**src/rtl/pipe_pkg.sv**
```systemverilog
// Shared definitions for the five-stage datapath control.
// Holds the controller state encoding, the opcode constants that decode and
// execute also use, the default drain length and a taken-transfer helper.
package pipe_pkg;

   typedef enum logic [2:0] {
      S_IDLE     = 3'd0,
      S_RUN      = 3'd1,
      S_STALL_LU = 3'd2,
      S_MEM_WAIT = 3'd3,
      S_FLUSH    = 3'd4,
      S_DRAIN    = 3'd5,
      S_HALT     = 3'd6
   } state_t;

   localparam logic [4:0] OP_NOP  = 5'd0;
   localparam logic [4:0] OP_LD   = 5'd20;
   localparam logic [4:0] OP_ST   = 5'd21;
   localparam logic [4:0] OP_BRZ  = 5'd24;
   localparam logic [4:0] OP_JMP  = 5'd25;
   localparam logic [4:0] OP_HALT = 5'd31;

   localparam int DRAIN_CYCLES_DEF = 3;

   // Control transfer resolved in EX: unconditional jump or branch with COND set.
   function automatic logic is_taken(logic [4:0] op, logic cond);
      return (op == OP_JMP) || ((op == OP_BRZ) && cond);
   endfunction

endpackage

```
**src/rtl/pipe_ctrl_if.sv**
```systemverilog
// Handshake bundle between the pipeline controller and the stage registers.
// Inputs to the controller: START, ID_* decode fields, EX_* execute fields,
// MEM_BUSY. Outputs: stage enables, flush pulses, PC_SEL, ESTADO, HALTED,
// STALL_CNT. The slave modport is the controller's view, master the datapath's.
interface pipe_ctrl_if;
   logic        START;
   logic [4:0]  ID_OPCD;
   logic [4:0]  ID_RS1;
   logic [4:0]  ID_RS2;
   logic        ID_USES_RS2;
   logic [4:0]  EX_OPCD;
   logic [4:0]  EX_ADDR_REG;
   logic        EX_COND;
   logic        MEM_BUSY;

   logic        PC_EN;
   logic        IFID_EN;
   logic        IDEX_EN;
   logic        EXMEM_EN;
   logic        MEMWB_EN;
   logic        IFID_FLUSH;
   logic        IDEX_FLUSH;
   logic        PC_SEL;
   logic [2:0]  ESTADO;
   logic        HALTED;
   logic [15:0] STALL_CNT;

   modport slave (
      input  START, ID_OPCD, ID_RS1, ID_RS2, ID_USES_RS2,
             EX_OPCD, EX_ADDR_REG, EX_COND, MEM_BUSY,
      output PC_EN, IFID_EN, IDEX_EN, EXMEM_EN, MEMWB_EN,
             IFID_FLUSH, IDEX_FLUSH, PC_SEL, ESTADO, HALTED, STALL_CNT
   );

   modport master (
      output START, ID_OPCD, ID_RS1, ID_RS2, ID_USES_RS2,
             EX_OPCD, EX_ADDR_REG, EX_COND, MEM_BUSY,
      input  PC_EN, IFID_EN, IDEX_EN, EXMEM_EN, MEMWB_EN,
             IFID_FLUSH, IDEX_FLUSH, PC_SEL, ESTADO, HALTED, STALL_CNT
   );
endinterface

```
**src/rtl/hazard_detect.sv**
```systemverilog
// Combinational load-use comparator.
// ex_opcd/ex_addr_reg: instruction in EX; id_rs1/id_rs2/id_uses_rs2: sources
// of the instruction in ID. load_use is high when ID needs a value that the
// load in EX has not produced yet. r0 is hardwired, so it never creates a hazard.
module hazard_detect
   import pipe_pkg::*;
(
   input  logic [4:0] ex_opcd,
   input  logic [4:0] ex_addr_reg,
   input  logic [4:0] id_rs1,
   input  logic [4:0] id_rs2,
   input  logic       id_uses_rs2,
   output logic       load_use
);
   assign load_use = (ex_opcd == OP_LD) && (ex_addr_reg != 5'd0) &&
                     ((id_rs1 == ex_addr_reg) ||
                      (id_uses_rs2 && (id_rs2 == ex_addr_reg)));
endmodule

```
**src/rtl/pipe_ctrl.sv**
```systemverilog
// Pipeline sequencing and hazard controller for the five-stage datapath.
// Ports: CLK (rising edge), RST (synchronous, active high), bus (pipe_ctrl_if
// slave: hazard inputs in; stage enables, flushes, PC_SEL, ESTADO, HALTED,
// STALL_CNT out). Control outputs are Mealy; ESTADO, HALTED and STALL_CNT are
// registered. DRAIN_CYCLES sets how long the pipe drains after HALT leaves ID.
module pipe_ctrl
   import pipe_pkg::*;
#(
   parameter int DRAIN_CYCLES = DRAIN_CYCLES_DEF
)(
   input  logic        CLK,
   input  logic        RST,
   pipe_ctrl_if.slave  bus
);

   state_t      state, nxt;
   logic        halted;
   logic [15:0] stall_cnt;
   logic [15:0] drain_cnt;

   logic        load_use;
   logic        taken;
   logic [4:0]  en;          // {pc, ifid, idex, exmem, memwb}
   logic        ifid_flush, idex_flush, pc_sel;
   logic        stall_ev;    // load-use bubble or memory freeze this cycle
   logic        drain_load;

   hazard_detect u_hz (
      .ex_opcd     (bus.EX_OPCD),
      .ex_addr_reg (bus.EX_ADDR_REG),
      .id_rs1      (bus.ID_RS1),
      .id_rs2      (bus.ID_RS2),
      .id_uses_rs2 (bus.ID_USES_RS2),
      .load_use    (load_use)
   );

   assign taken = is_taken(bus.EX_OPCD, bus.EX_COND);

   always_comb begin
      nxt        = state;
      en         = 5'b00000;
      ifid_flush = 1'b0;
      idex_flush = 1'b0;
      pc_sel     = 1'b0;
      stall_ev   = 1'b0;
      drain_load = 1'b0;
      case (state)
         S_IDLE: begin
            if (bus.START) nxt = S_RUN;
         end
         // MEM_WAIT shares the RUN decision: a held MEM_BUSY simply re-selects
         // the freeze. FLUSH ignores load-use and HALT since ID holds a bubble.
         S_RUN, S_STALL_LU, S_MEM_WAIT, S_FLUSH: begin
            if (bus.MEM_BUSY) begin
               stall_ev = 1'b1;
               nxt      = S_MEM_WAIT;
            end else if (taken) begin
               en         = 5'b11111;
               pc_sel     = 1'b1;
               ifid_flush = 1'b1;
               idex_flush = 1'b1;
               nxt        = S_FLUSH;
            end else if (state != S_FLUSH && load_use) begin
               // Hold PC and IF/ID, load a bubble into ID/EX, let the load finish.
               en         = 5'b00111;
               idex_flush = 1'b1;
               stall_ev   = 1'b1;
               nxt        = S_STALL_LU;
            end else if (state != S_FLUSH && bus.ID_OPCD == OP_HALT) begin
               en         = 5'b01111;
               ifid_flush = 1'b1;
               drain_load = 1'b1;
               nxt        = S_DRAIN;
            end else begin
               en  = 5'b11111;
               nxt = S_RUN;
            end
         end
         S_DRAIN: begin
            if (bus.MEM_BUSY) begin
               stall_ev = 1'b1;
            end else begin
               en = 5'b00111;
               if (drain_cnt == 16'd0) nxt = S_HALT;
            end
         end
         S_HALT: ;
         default: nxt = S_IDLE;
      endcase
   end

   always_ff @(posedge CLK) begin
      if (RST) begin
         state     <= S_IDLE;
         halted    <= 1'b0;
         stall_cnt <= 16'd0;
         drain_cnt <= 16'd0;
      end else begin
         state  <= nxt;
         halted <= (nxt == S_HALT);
         if (stall_ev && stall_cnt != 16'hFFFF)
            stall_cnt <= stall_cnt + 16'd1;
         if (drain_load)
            drain_cnt <= 16'(DRAIN_CYCLES);
         else if (state == S_DRAIN && !bus.MEM_BUSY && drain_cnt != 16'd0)
            drain_cnt <= drain_cnt - 16'd1;
      end
   end

   assign bus.PC_EN      = en[4];
   assign bus.IFID_EN    = en[3];
   assign bus.IDEX_EN    = en[2];
   assign bus.EXMEM_EN   = en[1];
   assign bus.MEMWB_EN   = en[0];
   assign bus.IFID_FLUSH = ifid_flush;
   assign bus.IDEX_FLUSH = idex_flush;
   assign bus.PC_SEL     = pc_sel;
   assign bus.ESTADO     = state;
   assign bus.HALTED     = halted;
   assign bus.STALL_CNT  = stall_cnt;

endmodule

```
**src/flat_wrapper.sv**
```systemverilog
// flat-port wrapper written by rule: the top's interface ports become plain ports
module pipe_ctrl_flat import pipe_pkg::*;
#(
   parameter int DRAIN_CYCLES = DRAIN_CYCLES_DEF
)
  (CLK, RST, bus_START, bus_ID_OPCD, bus_ID_RS1, bus_ID_RS2, bus_ID_USES_RS2, bus_EX_OPCD, bus_EX_ADDR_REG, bus_EX_COND, bus_MEM_BUSY, bus_PC_EN, bus_IFID_EN, bus_IDEX_EN, bus_EXMEM_EN, bus_MEMWB_EN, bus_IFID_FLUSH, bus_IDEX_FLUSH, bus_PC_SEL, bus_ESTADO, bus_HALTED, bus_STALL_CNT);
  pipe_ctrl_if bus_i ();
  input  logic CLK;
  input  logic RST;
  input wire logic [$bits(bus_i.START)-1:0] bus_START;
  input wire logic [$bits(bus_i.ID_OPCD)-1:0] bus_ID_OPCD;
  input wire logic [$bits(bus_i.ID_RS1)-1:0] bus_ID_RS1;
  input wire logic [$bits(bus_i.ID_RS2)-1:0] bus_ID_RS2;
  input wire logic [$bits(bus_i.ID_USES_RS2)-1:0] bus_ID_USES_RS2;
  input wire logic [$bits(bus_i.EX_OPCD)-1:0] bus_EX_OPCD;
  input wire logic [$bits(bus_i.EX_ADDR_REG)-1:0] bus_EX_ADDR_REG;
  input wire logic [$bits(bus_i.EX_COND)-1:0] bus_EX_COND;
  input wire logic [$bits(bus_i.MEM_BUSY)-1:0] bus_MEM_BUSY;
  output wire logic [$bits(bus_i.PC_EN)-1:0] bus_PC_EN;
  output wire logic [$bits(bus_i.IFID_EN)-1:0] bus_IFID_EN;
  output wire logic [$bits(bus_i.IDEX_EN)-1:0] bus_IDEX_EN;
  output wire logic [$bits(bus_i.EXMEM_EN)-1:0] bus_EXMEM_EN;
  output wire logic [$bits(bus_i.MEMWB_EN)-1:0] bus_MEMWB_EN;
  output wire logic [$bits(bus_i.IFID_FLUSH)-1:0] bus_IFID_FLUSH;
  output wire logic [$bits(bus_i.IDEX_FLUSH)-1:0] bus_IDEX_FLUSH;
  output wire logic [$bits(bus_i.PC_SEL)-1:0] bus_PC_SEL;
  output wire logic [$bits(bus_i.ESTADO)-1:0] bus_ESTADO;
  output wire logic [$bits(bus_i.HALTED)-1:0] bus_HALTED;
  output wire logic [$bits(bus_i.STALL_CNT)-1:0] bus_STALL_CNT;
  assign bus_i.START = bus_START;
  assign bus_i.ID_OPCD = bus_ID_OPCD;
  assign bus_i.ID_RS1 = bus_ID_RS1;
  assign bus_i.ID_RS2 = bus_ID_RS2;
  assign bus_i.ID_USES_RS2 = bus_ID_USES_RS2;
  assign bus_i.EX_OPCD = bus_EX_OPCD;
  assign bus_i.EX_ADDR_REG = bus_EX_ADDR_REG;
  assign bus_i.EX_COND = bus_EX_COND;
  assign bus_i.MEM_BUSY = bus_MEM_BUSY;
  assign bus_PC_EN = bus_i.PC_EN;
  assign bus_IFID_EN = bus_i.IFID_EN;
  assign bus_IDEX_EN = bus_i.IDEX_EN;
  assign bus_EXMEM_EN = bus_i.EXMEM_EN;
  assign bus_MEMWB_EN = bus_i.MEMWB_EN;
  assign bus_IFID_FLUSH = bus_i.IFID_FLUSH;
  assign bus_IDEX_FLUSH = bus_i.IDEX_FLUSH;
  assign bus_PC_SEL = bus_i.PC_SEL;
  assign bus_ESTADO = bus_i.ESTADO;
  assign bus_HALTED = bus_i.HALTED;
  assign bus_STALL_CNT = bus_i.STALL_CNT;
  pipe_ctrl #(.DRAIN_CYCLES(DRAIN_CYCLES)) u_core (.CLK(CLK), .RST(RST), .bus(bus_i));
endmodule
```
**config.mk**
```make
export PLATFORM = sky130hd
export DESIGN_NAME = pipe_ctrl_flat
export DESIGN_NICKNAME = d
export VERILOG_FILES = /design/src/rtl/pipe_pkg.sv /design/src/rtl/pipe_ctrl_if.sv /design/src/rtl/hazard_detect.sv /design/src/rtl/pipe_ctrl.sv /design/src/flat_wrapper.sv
export SDC_FILE = /design/constraint.sdc
export NUM_CORES = 1
export LEC_CHECK = 0
export ABC_AREA = 1
export BUFFER_PORTS_ARGS = -buffer_cell sky130_fd_sc_hd__buf_2
export CORE_ASPECT_RATIO = 0.75
export CORE_UTILIZATION = 53
export CTS_CLUSTER_DIAMETER = 40
export DETAILED_ROUTE_END_ITERATION = 8
export PLACE_DENSITY_LB_ADDON = 0.15
export SKIP_LAST_GASP = 1
export SLEW_MARGIN = 20
export SYNTH_ARGS = -nofsm -noshare
export SYNTH_HDL_FRONTEND = slang
export SYNTH_SLANG_ARGS = --single-unit
export TNS_END_PERCENT = 50
```
**constraint.sdc**
```tcl
create_clock -name CLK -period 2.1 [get_ports CLK]
set_input_delay 0.315 -clock CLK [delete_from_list [all_inputs] [get_ports CLK]]
set_output_delay 0.315 -clock CLK [all_outputs]
set_load 0.05 [all_outputs]
```
==> impl_metrics.toml <==
[synthesis]
syn_area_per_cell_um2 = 6.430
syn_area_um2 = 2270
async_flop_share_pct = 0
yosys-top-cells-area = "dfxtp_1, nand2_1, nor2_1"
ys_seq_area_share_pct = 31.75
synthFlopType = "dfxtp_1"
synth_seq_cells = 36
yosysWarningCount = 0
ys_types = 30
synth_edf_count = 0
yosys.area.top_type_share_pct = 31.75
yosysTopAreaCell = "dfxtp_1"
netlist_instances = 353
synth_nets = 386

[worst_hold_path]
hold_path_class = "input port to register"
min-delay-start = "RST"
hold_depth = 2
min_to = "u_core.bus.HALTED$_SDFF_PP0_"

[clocking]
numCtsBuffers = 5
cts_tree = "built"
root_buffer = "clkbuf_8"
clk_pin_slew_worst_paths_ns = 0.07
clockBufferDepth = 2
h-tree-depth = 2
clk_latency_ns = 0.28
clkSinkCount = 36
cts.hold.buffers_added = 0

[critical_path]
cp-start-kind = "register"
critPathMostFrequentCell = "nand2_2"
cp_max_fo = 4
rrSetupSlack_ns = 0.23
path_buf_inv = 1
ff2ff_path_depth = 12
path_delay_family = "simple AND/OR/NAND/NOR gates"
r2r_start = "u_core.drain_cnt[0]$_SDFFE_PP0P_"
endpoint_kind = "output pin"
critPathMaxStageDelay_ns = 0.34
cp_slowest_cell = "dfxtp_2"
cp.arrival_ns = 1.66
setup.worst_path.class = "register to output pin"
worstPathRequired_ns = 1.78
rr_endpoint = "u_core.drain_cnt[13]$_SDFFE_PP0P_"
crit_chain = "nor2_2 > nand2_2 > nand4_1 > nor2_1 > nand2_1 > nand2_2 > a211oi_2 > buf_6"

[placed_design]
post-dp-hpwl_mm = 4.030
dp_cells = 461
port_buffers = 58
gp_congestion = 0.8685
pre_cts_ws_ns = 0.2459

[floorplanning]
core_area_um2 = 4079
io_pins = 59
dieArea_um2 = 4551
row_count = 20
die_w_um = 77.57
initial_core_util_pct = 55.64
chipHeight_um = 58.67

[detailed_routing]
wl_mm = 5.341
firstDrtPassIters = 5
route.detailed.drc = 0
vias = 2383
wl_per_cell_um = 11.36
vias_per_cell = 5.070
drt_iter0_markers = 162
ant_nets = 0

[sta]
setup_viol = 0
tightestPinTransition_ns = 0.6428
fin_worst_skew_ns = 0.002651
period_minus_slack_ns = 1.973
timing.fmax_ghz = 0.5067
worst_slack_ns = 0.1266
hold_viol = 0
slew_headroom_pct = 56.69
period_share_pct = 93.97
tns_ns = 0
slew_violations = 0

[global_route]
grtUsageTotal_pct = 24.48
grt_max_degree = 21
grt_pass1_vias = 2048
overflow = 0
grt_pass1_wl_mm = 8.983
antenna_found_initial = 0

[final_layout]
area_growth_pct = 20.62
multi_input_area_um2 = 1363
fillers = 370
antenna_cells = 0
layout-drive-gt1-share_pct = 23.37
fin_nets = 447
seq_area_um2 = 723.2
final_cells = 470

[pwr]
power.leakage_nw = 1.316
powerDensity_nw_per_um2 = 525.1
power.total_mw = 1.437
peakVddDrop_mv = 0.3779

[outcome]
status = "completed"

[flow_run]
max_cap_viol_count = 0
[synthesized netlist by cell type (all sizes together), types with 2 or more instances]
cell type and instances:
nand3 38, xor2 12, inv 43, o21ai 9, dfxtp 36, a21oi 31
nor4 3, nand2 90, ha 2, xnor2 9, and2 2, clkbuf 2
or2 2, nand4 4, buf 6, nor3 7, nor2 55
[worst max-delay path by stage]
stage | start | endpoint | cells after the start
after floorplan | u_core.bus.ESTADO[0]$_SDFF_PP0_ | bus_IDEX_FLUSH | 8
final | u_core.bus.ESTADO[1]$_SDFF_PP0_ | bus_PC_EN | 8
after CTS | u_core.bus.ESTADO[0]$_SDFF_PP0_ | bus_PC_EN | 8
after global routing | u_core.bus.ESTADO[0]$_SDFF_PP0_ | bus_PC_EN | 8
after detailed placement | bus_EX_ADDR_REG[3] | u_core.drain_cnt[13]$_SDFFE_PP0P_ | 11
after global placement | bus_EX_OPCD[1] | bus_IDEX_FLUSH | 7
[placed cells by master, fill, tap and decap left out, types with 5 or more instances in the layout]
cell,synthesis,layout
o21ai_0,9,9
nand2_1,84,82
dfxtp_1,36,34
inv_1,40,40
buf_2,1,56
nor2_1,50,49
nor3_1,6,6
nand3_1,36,36
a21oi_1,31,29
nand2_2,3,5
xor2_1,12,12
clkbuf_8,0,6
xnor2_1,9,9
[per-layer routing]
metal	GRT usage (%)	routed length (µm)
met5	0	0
met4	4.852	31
met3	4.806	350
met2	38.31	2221
met1	35.25	2737
[flip-flops by register name, indices dropped and copies added, names as in the netlist]
register / cells
u_core.bus.HALTED: 1
u_core.drain_cnt: 16
u_core.bus.ESTADO: 3
u_core.bus.STALL_CNT: 16
[cells by family after synthesis]
logic type      Yosys count  synth area share (%)
compound gates           42                 9.592
flops                    36                 31.75
xor+xnor                 21                 8.104
simple gates            201                 39.80
fa+ha+maj                 2                 1.102
buf+inv                  51                 9.647
[where the power goes]
group / total [mW] / switching, mW / leakage (nW) / internal (mW)
clock: 0.500 / 0.239 / 0.0510 / 0.262
sequential: 0.698 / 0.00891 / 0.291 / 0.689
combinational: 0.239 / 0.162 / 0.974 / 0.0767
[per-stage QoR]
stage / hold slack (ns) / util, % / area (µm²)
after floorplan: 0.4602 / - / 2298
after global placement: 0.4783 / 64.29 / 2623
after detailed placement: 0.4860 / 64.29 / 2623
after CTS: 0.4342 / 66.56 / 2715
after global routing: 0.4563 / 67.12 / 2738
final: 0.4342 / 67.12 / 2738
[what timing repair did]
item	4_1_cts	5_1_grt
gates resized for setup	0	7
endpoints found under the setup margin	0	4
endpoints found under the hold margin	0	0
buffers inserted	0	1
[cell type report]
class                      instances  area share, %
clock buffer                       6          3.016
clock inverter                     2         0.3656
inverter                          43          5.896
multi-input combinational        266          49.77
sequential                        36          26.42
tap                               55          2.514
timing repair buffer              62          12.02
(Power assumes the default switching activity.)
